==> config.mk <==
export PLATFORM = sky130hd
export DESIGN_NAME = uart_rx_deser
export DESIGN_NICKNAME = d
export VERILOG_FILES = /design/src/rtl/uart_rx_deser.sv
export SDC_FILE = /design/constraint.sdc
export NUM_CORES = 1
export LEC_CHECK = 0
export ABC_AREA = 1
export ABC_CLOCK_PERIOD_IN_PS = 3500
export CAP_MARGIN = 20
export CORE_ASPECT_RATIO = 0.9
export CORE_UTILIZATION = 50
export CTS_CLUSTER_DIAMETER = 200
export DETAILED_ROUTE_END_ITERATION = 6
export DONT_BUFFER_PORTS = 1
export PLACE_DENSITY_LB_ADDON = 0.25
export SYNTH_ARGS = -nofsm -noshare
export SYNTH_HDL_FRONTEND = slang
export SYNTH_SLANG_ARGS = --single-unit
export TNS_END_PERCENT = 5
==> constraint.sdc <==
create_clock -name clk_sys -period 3.5 [get_ports clk_sys]
set_clock_uncertainty 0.05 [all_clocks]
set_input_delay 0.7 -clock clk_sys [delete_from_list [all_inputs] [get_ports clk_sys]]
set_output_delay 0.7 -clock clk_sys [all_outputs]
set_load 0.01 [all_outputs]
==> src/rtl/uart_rx_deser.sv <==
// uart_rx_deser: 16x-oversampled 8N1/8E1/8O1 UART receiver with a small valid/ready FIFO.
// Samples are taken on the ticks that advance sc to OVERSAMPLE/2-1, OVERSAMPLE/2 and OVERSAMPLE/2+1.
module uart_rx_deser #(
    parameter int    CLK_HZ     = 14745600,
    parameter int    BAUD       = 115200,
    parameter int    OVERSAMPLE = 16,
    parameter string PARITY     = "NONE",
    parameter int    FIFO_DEPTH = 4
) (
    input  logic       clk_sys,
    input  logic       rst_sys,
    input  logic       rx,
    output logic [7:0] rx_data,
    output logic       rx_perr,
    output logic       rx_valid,
    input  logic       rx_ready,
    output logic       frame_err,
    output logic       overrun,
    output logic       busy
);
    localparam int DIV = CLK_HZ / (BAUD * OVERSAMPLE);
    localparam int DW = DIV > 1 ? $clog2(DIV) : 1;
    localparam int SW = $clog2(OVERSAMPLE);
    localparam int AW = $clog2(FIFO_DEPTH);
    localparam int M = OVERSAMPLE / 2;
    localparam bit PAR_EN = PARITY != "NONE";
    localparam bit PAR_ODD = PARITY == "ODD";

    typedef enum logic [2:0] {IDLE, START, DATA, PAR_BIT, STOP} state_t;

    state_t state, state_n;
    logic rx_m, rxs, armed, s0, s1, perr;
    logic tick, dec, wrap, bit_v, push, ferr, push_ok, ovr, pop, full;
    logic [DW-1:0] dc;
    logic [SW-1:0] sc;
    logic [2:0] bc;
    logic [7:0] sh;
    logic [AW:0] wp, rp;
    logic [8:0] mem [FIFO_DEPTH];

    assign tick = dc == DW'(DIV - 1);
    assign dec = tick && sc == SW'(M);
    assign wrap = tick && sc == SW'(OVERSAMPLE - 1);
    assign bit_v = (s0 & s1) | (s0 & rxs) | (s1 & rxs);
    assign pop = rx_valid && rx_ready;
    assign full = (wp ^ rp) == {1'b1, {AW{1'b0}}};
    assign push_ok = push && (!full || pop);
    assign ovr = push && full && !pop;
    assign rx_valid = wp != rp;
    assign {rx_perr, rx_data} = mem[rp[AW-1:0]];
    assign busy = state != IDLE;

    always_comb begin
        state_n = state;
        push = 1'b0;
        ferr = 1'b0;
        case (state)
            IDLE:    if (armed && !rxs) state_n = START;
            START:   if (dec && bit_v) state_n = IDLE; else if (wrap) state_n = DATA;
            DATA:    if (wrap && bc == 3'd7) state_n = PAR_EN ? PAR_BIT : STOP;
            PAR_BIT: if (wrap) state_n = STOP;
            STOP: begin
                if (dec) begin
                    state_n = IDLE;
                    push = bit_v;
                    ferr = !bit_v;
                end
            end
            default: state_n = IDLE;
        endcase
    end

    always_ff @(posedge clk_sys) state <= rst_sys ? IDLE : state_n;

    always_ff @(posedge clk_sys) begin
        if (rst_sys) begin
            rx_m <= 1'b1;
            rxs <= 1'b1;
            armed <= 1'b0;
            dc <= '0;
            sc <= '0;
            bc <= '0;
            s0 <= 1'b0;
            s1 <= 1'b0;
            sh <= '0;
            perr <= 1'b0;
            frame_err <= 1'b0;
            overrun <= 1'b0;
            wp <= '0;
            rp <= '0;
            for (int i = 0; i < FIFO_DEPTH; i++) mem[i] <= '0;
        end else begin
            rx_m <= rx;
            rxs <= rx_m;
            // re-armed only by a high line seen while idle, so a break reports once
            armed <= state == IDLE && (armed || rxs);
            dc <= (state == IDLE || tick) ? '0 : dc + 1'b1;
            sc <= state == IDLE ? '0 : !tick ? sc : sc == SW'(OVERSAMPLE - 1) ? '0 : sc + 1'b1;
            if (tick && sc == SW'(M - 2)) s0 <= rxs;
            if (tick && sc == SW'(M - 1)) s1 <= rxs;
            if (state == DATA && dec) sh <= {bit_v, sh[7:1]};
            if (state == DATA && wrap) bc <= bc + 1'b1;
            if (state == PAR_BIT && dec) perr <= ^sh ^ bit_v ^ PAR_ODD;
            frame_err <= ferr;
            overrun <= ovr;
            if (push_ok) begin
                mem[wp[AW-1:0]] <= {perr, sh};
                wp <= wp + 1'b1;
            end
            if (pop) rp <= rp + 1'b1;
        end
    end
endmodule
-- After elaboration in Yosys (flattened, before gate mapping)
Memories as Yosys holds them, arrays and structs flattened. A register that Yosys moved wholly into a read port is not among the register bits.
Index checks and enable logic that the tools add are counted.
- bits in writable memories: 36
- input bits: 4
- memories: 1
- output and inout bits: 13
- bits in registers: 35
- word-level logic and storage cells: 97
- bitwise logic cells: 9
- mux-type cells: 20
- eq/ne operators: 17
- $add $sub $neg: 5
- reductions and logical operators: 30
- memories (memory ; words ; bits a word ; read ports ; clocked after memory_dff ; wr ports ; line ; text):
    mem ; 4 ; 9 ; 1 ; 1 ; 4 ; 39 ; logic [8:0] mem [FIFO_DEPTH];
- operators with widths (kind ; count):
    $mux 3 ; 6
    $logic_and 1x1->1 ; 15
    $pmux 3 s5 ; 1
    $add 3x1->3 const B ; 4
    $eq 3x3->1 const B ; 4
    $mux 9 ; 1
    $reduce_or 9->1 ; 1
    $eq 4x3->1 const B ; 2
    $eq 4x4->1 const B ; 2
    $mux 1 ; 8
    $ne 2x2->1 const B ; 4
    $reduce_xor 8->1 ; 1
    $eq 3x2->1 const B ; 2
    $mux 2 ; 3
    $reduce_and 5->1 ; 1
    $add 4x1->4 const B ; 1
    $logic_not 1->1 ; 4
    $mux 4 ; 1
    $reduce_or 2->1 ; 2
    $and 1x1->1 ; 3
    $eq 3x1->1 const B ; 1
    $logic_not 3->1 ; 1
    $logic_or 1x1->1 ; 3
    $ne 3x3->1 ; 1
    7 further kinds ; 9

-- Depth between registers and ports, before layout
Gate-level depths: netlist of the first run.
- depth in word-level cells: 11
- gate-level depth with buffers: 12
- mapped depth without buffers: 11

-- Worst setup path before layout of the first run
No wires, ideal clock.
- path kind: reg-to-reg
- start: register dc[0]
- end: memory mem[3][0], enable pin
- period minus slack after synthesis: 2148 ps
- arrival: 1724 ps
- path buffers: 1
- stages on the path, launching flop included: 10
- data required time: 3076 ps
- setup time: 374 ps
- slack: 1352 ps
- cell sequence: dfxtp_1 -> ha_1 -> ha_1 -> buf_2 -> nand2_1 -> nor3_2 -> nand2_1 -> nor2_1 -> a31oi_1 -> nor2_1
- RTL lines (item ; line ; text):
    from (decl) ; 34 ; logic [DW-1:0] dc;
    from (signal assigned) ; 97 ; dc <= (state == IDLE || tick) ? '0 : dc + 1'b1;
    to (decl) ; 39 ;

==> out/results.tsv, run 1 <==
metric	value	unit
total CTS buffers	9	
gpl congestion	0.827	
r2r endpoint	mem[2][1]	
FF-to-FF path depth	10	
Tmin final	2520	ps
Initial DRT Pass Iterations	4	
max incr delay on CP	340	ps
Comb power frac	12.2	%
first-pass GRT wire length	10700	um
row count	27	
Final #Nets	400	
fillcell total	567	
Worst setup endpoint	mem[2][1]	
yosys warns	0	
max-cap viol count	0	
Final ANT Viol Nets	0	
Leak Pwr	0.00140	uW
FMAX	397	MHz
final setup fails	0	
CTS H-Tree Depth	3	
CP Capture Type	flop	
WL/cell	13.5	um
RSZ-0062 raised after global routing	false	
Hold Path Origin	rx_m	
max-slew violation count	0	
layout overhead on the synthesized area	8.15	%
Rel. slew slack	55.1	%
Final TNS setup	0	ps
CTS Sinks	73	
share of cells above drive strength 1	8.16	%
CP max stage cell	dfxtp_1	
initial antenna violation count	0	
CP arrival	2470	ps
I/O Buffers	0	
vias per inst	5.11	
Top cell by count, worst path	nand2_1	
worst hold path type	reg2reg	
post-synth cell types	29	
Hold Slack	364	ps
sequential cell area fraction in the yosys report	54.7	%
CP max FO	12	
Worst-Skew Late Latency	340	ps
WP data required	3450	ps
Net Count, Synth	397	
Seq pwr share	52.6	%
cells along the critical path	ha_1 > ha_1 > nand2_1 > nor3_2 > nand2_1 > nor3_4 > nand2_4 > nor2_4 > nand2_4 > nand2_1	
flops & latches, synth	73	
die area	7000	um2
Worst Tran Pin Value	670	ps
Power Density	513	nW/um2
Total GRT Usage	21.0	%
WP depth	10	
core area	6280	um2
post-CTS sizing	0	
Post-Route Utilization	57.4	%
setup slack, reg-to-reg	980	ps
Post-Syn Area	3330	um2
Final Hold Vio Count	0	
worst path bufs/invs	0	
Die X	88.1	um
cell family with most CP delay	simple AND/OR/NAND/NOR gates	
io pins	17	
internal power	1350	uW
CTS tree	built	
Setup Buffers After CTS	0	
Peak VDD IR	0.254	mV
via count	2449	
largest net degree at the start of global routing	24	
pre-CTS setup slack	1000	ps
status	finished, final reports clean	
RR Startpoint	dc[0]	
clock-pin slew of the registers on the worst-case setup and hold paths	70	ps
Gate Count Post-Synth	384	
Initial Utilization	53.0	%
DRC	0	
critical path class	reg2reg	
vias in the first global route	2313	
Clk Tree Root Cell	clkbuf_8	
Post-Route WL	6460	um
fin worst setup slack	982	ps
global route overflow	0	
Sw Share	26.7	%
crit share post-route	71.9	%
Crit. Startpoint	dc[0]	
1st-iter DRT viols	134	
Mapped Avg Cell Area	8.68	um2
switching power	493	uW
cts hold-fix bufs	0	
Longest Clk Path Bufs	2	
clock network fraction of total power	35.2	%
Critical Path Source Type	flop	
Post-DP HPWL	4770	um
Antenna Cells	0	
DIE HEIGHT	79.5	um
-- cell families (layout without fill, tap and decap cells) --
group | count (synthesis) | in the layout | synth area share [%]
AOI/OAI and AO/OA | 65 | 65 | 10.5
and+or+nand+nor | 182 | 182 | 24.1
buffers and inverters | 49 | 57 | 5.78
xor gates and xnor gates | 6 | 6 | 1.58
adders and majority gates | 9 | 9 | 3.38
DFF | 73 | 73 | 54.7
-- per-layer routing --
layer | track usage, % | share of wire, % | up-vias
met1 | 24.3 | 45 | 1137
met4 | 6.61 | 0.74 | 0
met2 | 36.2 | 51 | 38
li1 | - | - | 1269
met5 | 0 | 0 | -
met3 | 7.45 | 3.9 | 5
-- Yosys cell counts --
cell type,instances,area share (%)
a211oi_1,1,0.23
a21oi_1,16,2.4
a21oi_2,2,0.53
a31oi_1,2,0.38
buf_2,1,0.15
buf_4,2,0.45
clkbuf_1,6,0.68
dfxtp_1,37,22
edfxtp_1,36,32
ha_1,9,3.4
inv_1,40,4.5
nand2_1,57,6.4
nand2_2,1,0.19
nand2_4,4,1.4
nand3_1,15,2.3
nand4_1,1,0.19
nor2_1,88,9.9
nor2_2,1,0.19
nor2_4,1,0.34
nor2_8,1,0.60
nor3_1,7,1.1
nor3_2,2,0.60
nor3_4,1,0.49
o21ai_0,34,5.1
o21ai_1,1,0.15
o22ai_1,9,1.7
or2_2,3,0.56
xnor2_1,2,0.53
xor2_1,4,1.1
-- metrics by stage --
step | area [um2] | total power (uW) | std cells
3_3_place_gp | 3410 | 1210 | 463
6_report | 3600 | 1850 | 479
5_1_grt | 3600 | 1950 | 479
4_1_cts | 3600 | 1860 | 479
3_5_place_dp | 3410 | 1220 | 463
2_1_floorplan | 3330 | 1170 | 384
-- power groups by stage --
stage / registers (uW) / clock network (uW) / logic (uW)
after floorplan: 980 / 0 / 187
after global placement: 989 / 0 / 224
after CTS: 971 / 666 / 226
after global routing: 976 / 713 / 265
final: 971 / 651 / 226
after detailed placement: 991 / 0 / 226
-- worst min path at each step --
stage	endpoint	depth (start not counted)
after floorplan	rxs	1
after CTS	state[2]	1
after global placement	rxs	1
final	rxs	1
after detailed placement	rxs	1
after global routing	state[2]	1
-- worst reg2reg max path: stages (launching register included) --
cell,delay (ps)
dfxtp_1,340
ha_1,150
ha_1,320
nand2_1,110
nor3_2,150
nand2_1,150
nor3_4,190
nand2_4,160
nor2_4,140
nand2_4,90
nand2_1,330
-- state kept, by name, summed over array words and instances, names as in the netlist, named ones only --
signal	cells
armed	1
bc	3
dc	3
frame_err	1
mem	36
overrun	1
perr	1
rp	3
rx_m	1
rxs	1
s0	1
s1	1
sc	4
sh	8
state	3
wp	3
-- final cells by class --
cell class	count	area [um2]	share of cell area [%]
Tap cell	87	109	3.02
Sequential cell	73	1820	50.5
Inverter	40	150	4.17
Timing Repair Buffer	1	7.51	0.208
Multi-Input combinational cell	262	1320	36.6
Clock inverter	5	56.3	1.56
Clock buffer	11	141	3.92
-- placed cells by master, fill, tap and decap left out --
cell	instances
nor3_2	2
a31oi_1	2
nor2_8	1
xor2_1	4
nand3_1	15
clkinv_4	1
nor2_1	88
nor3_1	7
clkbuf_8	10
edfxtp_1	36
clkinv_2	2
o22ai_1	9
nand4_1	1
nand2_1	57
o21ai_1	1
clkbuf_1	1
a21oi_1	16
nor2_4	1
bufinv_16	1
buf_4	1
nor2_2	1
clkinvlp_4	1
inv_1	40
xnor2_1	2
o21ai_0	34
nand2_2	1
a211oi_1	1
or2_2	3
a21oi_2	2
nand2_4	4
dfxtp_1	37
nor3_4	1
ha_1	9
Note: power is estimated with default switching activity, not from simulation.
==> run 2: changes to the inputs <==
Settings changed: ABC_AREA 1 to 0, ABC_CLOCK_PERIOD_IN_PS 3500 to 2250.
Clock period 3.5 ns to 2.25 ns, I/O delays scaled along.
==> run 2 against run 1 <==
Net effect: via count down 22%; register-to-register slack lost 790 ps; sequential power is 49% higher; largest power group unchanged; critical endpoint is now mem[3][6]; final cell count is 21% lower; non-clock buffer count is 13 higher; critical path depth decreased by 3.
==> out/results.tsv, run 2 <==
metric	value	unit	change
largest net degree at the start of global routing	36		+50%
CP Capture Type	flop		
1st-iter DRT viols	115		-14%
CTS tree	built		
fin worst setup slack	197	ps	-785 ps
yosys warns	0		unchanged
I/O Buffers	0		unchanged
Critical Path Source Type	flop		
CTS H-Tree Depth	3		unchanged
max incr delay on CP	330	ps	about the same
Power Density	707	nW/um2	+38%
WP data required	2220	ps	-1230 ps
total CTS buffers	9		unchanged
via count	1917		-22%
Setup Buffers After CTS	0		unchanged
DIE HEIGHT	78.6	um	-1.1%
Yosys top cell by area	edfxtp_1		
Synth top area share	33.1	%	+0.71 points
Regs by FF count	mem (36), sh (8), sc (4)		
Tmin final	2050	ps	-465 ps
crit share post-route	91.2	%	+19 points
gpl congestion	0.753		-8.9%
max-cap viol count	0		unchanged
commonest non-fill, non-tap cells in the layout	and2_1 (38), dfxtp_1 (36), edfxtp_1 (36)		
Post-Route WL	5160	um	-20%
critical path class	reg2reg		
Final ANT Viol Nets	0		unchanged
final setup fails	0		unchanged
initial antenna violation count	0		unchanged
dominant cells by area after synthesis	edfxtp_1 (33%), dfxtp_1 (23%), and2_1 (7.3%)		
DRC	0		unchanged
setup slack, reg-to-reg	200	ps	-790 ps
commonest non-fill, non-tap cell in the layout	and2_1		
core area	6220	um2	-1.1%
global route overflow	0		unchanged
Antenna Cells	0		unchanged
Die X	87.1	um	-1.1%
WL/cell	13.6	um	+0.57%
sequential cell area fraction in the yosys report	55.8	%	+1.2 points
Top reg by flops	mem		
Final TNS setup	0	ps	unchanged
first-pass GRT wire length	9020	um	-16%
Post-DP HPWL	3810	um	-20%
vias in the first global route	1854		-20%
pre-CTS setup slack	119	ps	-884 ps
CP max stage cell	dfxtp_2		
status	finished, final reports clean		
CP max FO	9		-3
Final Hold Vio Count	0		unchanged
max FFs per register	36		unchanged
fillcell total	549		-3.2%
Leak Pwr	0.00131	uW	-6.4%
Worst Tran Pin Value	392	ps	-279 ps
max-slew violation count	0		unchanged
Post-synth top cells	and2_1 (38), dfxtp_1 (37), edfxtp_1 (36), nand2_1 (22), nor2_1 (22)		
Clk Tree Root Cell	clkbuf_8		
Worst-Skew Late Latency	330	ps	about the same
row count	27		unchanged
CTS Sinks	73		unchanged
Post-synth top flop	dfxtp_1		
Peak VDD IR	0.483	mV	+90%
Post-synth EDFFs	36		unchanged
RSZ-0062 raised after global routing	false		
cells along the critical path	ha_2 > ha_4 > and4b_1 > nand3_2 > buf_4 > nor2_1 > a31o_2		
FMAX	487	MHz	+23%
most frequent cell after synthesis	and2_1		
Initial DRT Pass Iterations	4		unchanged
Longest Clk Path Bufs	2		unchanged
io pins	17		unchanged
Net Count, Synth	290		-27%
Mapped Avg Cell Area	11.8	um2	+36%
Rel. slew slack	73.9	%	+19 points
layout overhead on the synthesized area	11.7	%	
worst hold path type	in2reg		
CP arrival	2030	ps	-440 ps
flops & latches, synth	73		unchanged
die area	6850	um2	-2.1%
post-synth cell types	44		+52%
Gate Count Post-Synth	277		-28%
Post-Syn Area	3260	um2	-2.1%
Final #Nets	301		-25%
Async S/R FF share, synth	0	%	unchanged
Total GRT Usage	17.8	%	-3.2 points
clock-pin slew of the registers on the worst-case setup and hold paths	70	ps	about the same
Initial Utilization	52.5	%	-0.57 points
share of cells above drive strength 1	17.7	%	+9.6 points
vias per inst	5.04		-1.3%
run 2: cell types whose count changed in the layout (fill, tap and decap cells not counted), sizes merged, moves of 9 or more:
cell	previous run	this run
buf	1	14
o21ai	35	1
nand2	62	22
o22ai	9	0
nor2	91	22
inv	40	3
mux4	0	9
and2	0	38
run 2: final cells by class:
| class | count | area, um2 | area share (%) |
|---|---|---|---|
| Sequential cell | 73 | 1820 | 50.0 |
| Tap cell | 87 | 109 | 2.99 |
| Clock inverter | 5 | 81.3 | 2.23 |
| Inverter | 3 | 11.3 | 0.309 |
| Multi-Input combinational cell | 187 | 1380 | 37.9 |
| Timing Repair Buffer | 14 | 105 | 2.88 |
| Clock buffer | 11 | 131 | 3.61 |
run 2: where the power goes:
| part | switching, uW | internal (uW) | total (uW) |
|---|---|---|---|
| combinational | 28.5 | 24.2 | 52.7 |
| clock | 453 | 625 | 1080 |
| sequential | 17.8 | 1430 | 1450 |
run 2: path summary, 6_finish.rpt:
check / from / end / depth (start not counted)
max: dc[0] / mem[3][6] / 7
min: rst_sys / s0 / 1
max reg2reg: dc[0] / mem[3][6] / 7
min reg2reg: dc[0] / dc[0] / 1
run 2: per-layer routing:
metal  part of all wire, %  global-route usage [%]  up-vias
met4                   1.6                    7.38        0
met3                   2.5                    5.36        8
met2                    47                    27.1       16
met1                    49                    23.6      899
li1                      -                       -      994
met5                     0                       0        -
run 2: kinds of logic (layout without fill, tap and decap cells):
family,Yosys count,after routing,synth area share (%)
DFF,73,73,55.8
buffers and inverters,17,33,2.45
adders and majority gates,10,10,3.76
muxes,13,13,7.44
xor gates and xnor gates,19,19,5.52
and+or+nand+nor,123,123,20.8
AOI/OAI and AO/OA,22,22,4.14
run 2: repair_timing:
item                       4_1_cts  5_1_grt
hold buffers                     0        0
gates resized for setup          0        2
setup endpoints to repair        0       18
hold endpoints to repair         0        0
run 2: metrics by stage:
step / instances / area [um2] / total power, uW / hold WS, ps / util, %
after floorplan: 277 / 3280 / 1520 / 336 / -
after global placement: 364 / 3430 / 1530 / 341 / 55.1
after detailed placement: 364 / 3430 / 1530 / 348 / 55.1
after CTS: 380 / 3640 / 2600 / 109 / 58.5
after global routing: 380 / 3640 / 2670 / 99.9 / 58.6
final: 380 / 3640 / 2580 / 130 / 58.6
run 2: critical path: cells and delay by family (launching register included):
kind	cells	cell delay (ps)
flip-flops	1	330
AND/OR/NAND/NOR	3	550
buffers and inverters	1	180
AO/OA/AOI/OAI	1	330
adder cells (fa/ha/maj)	2	300
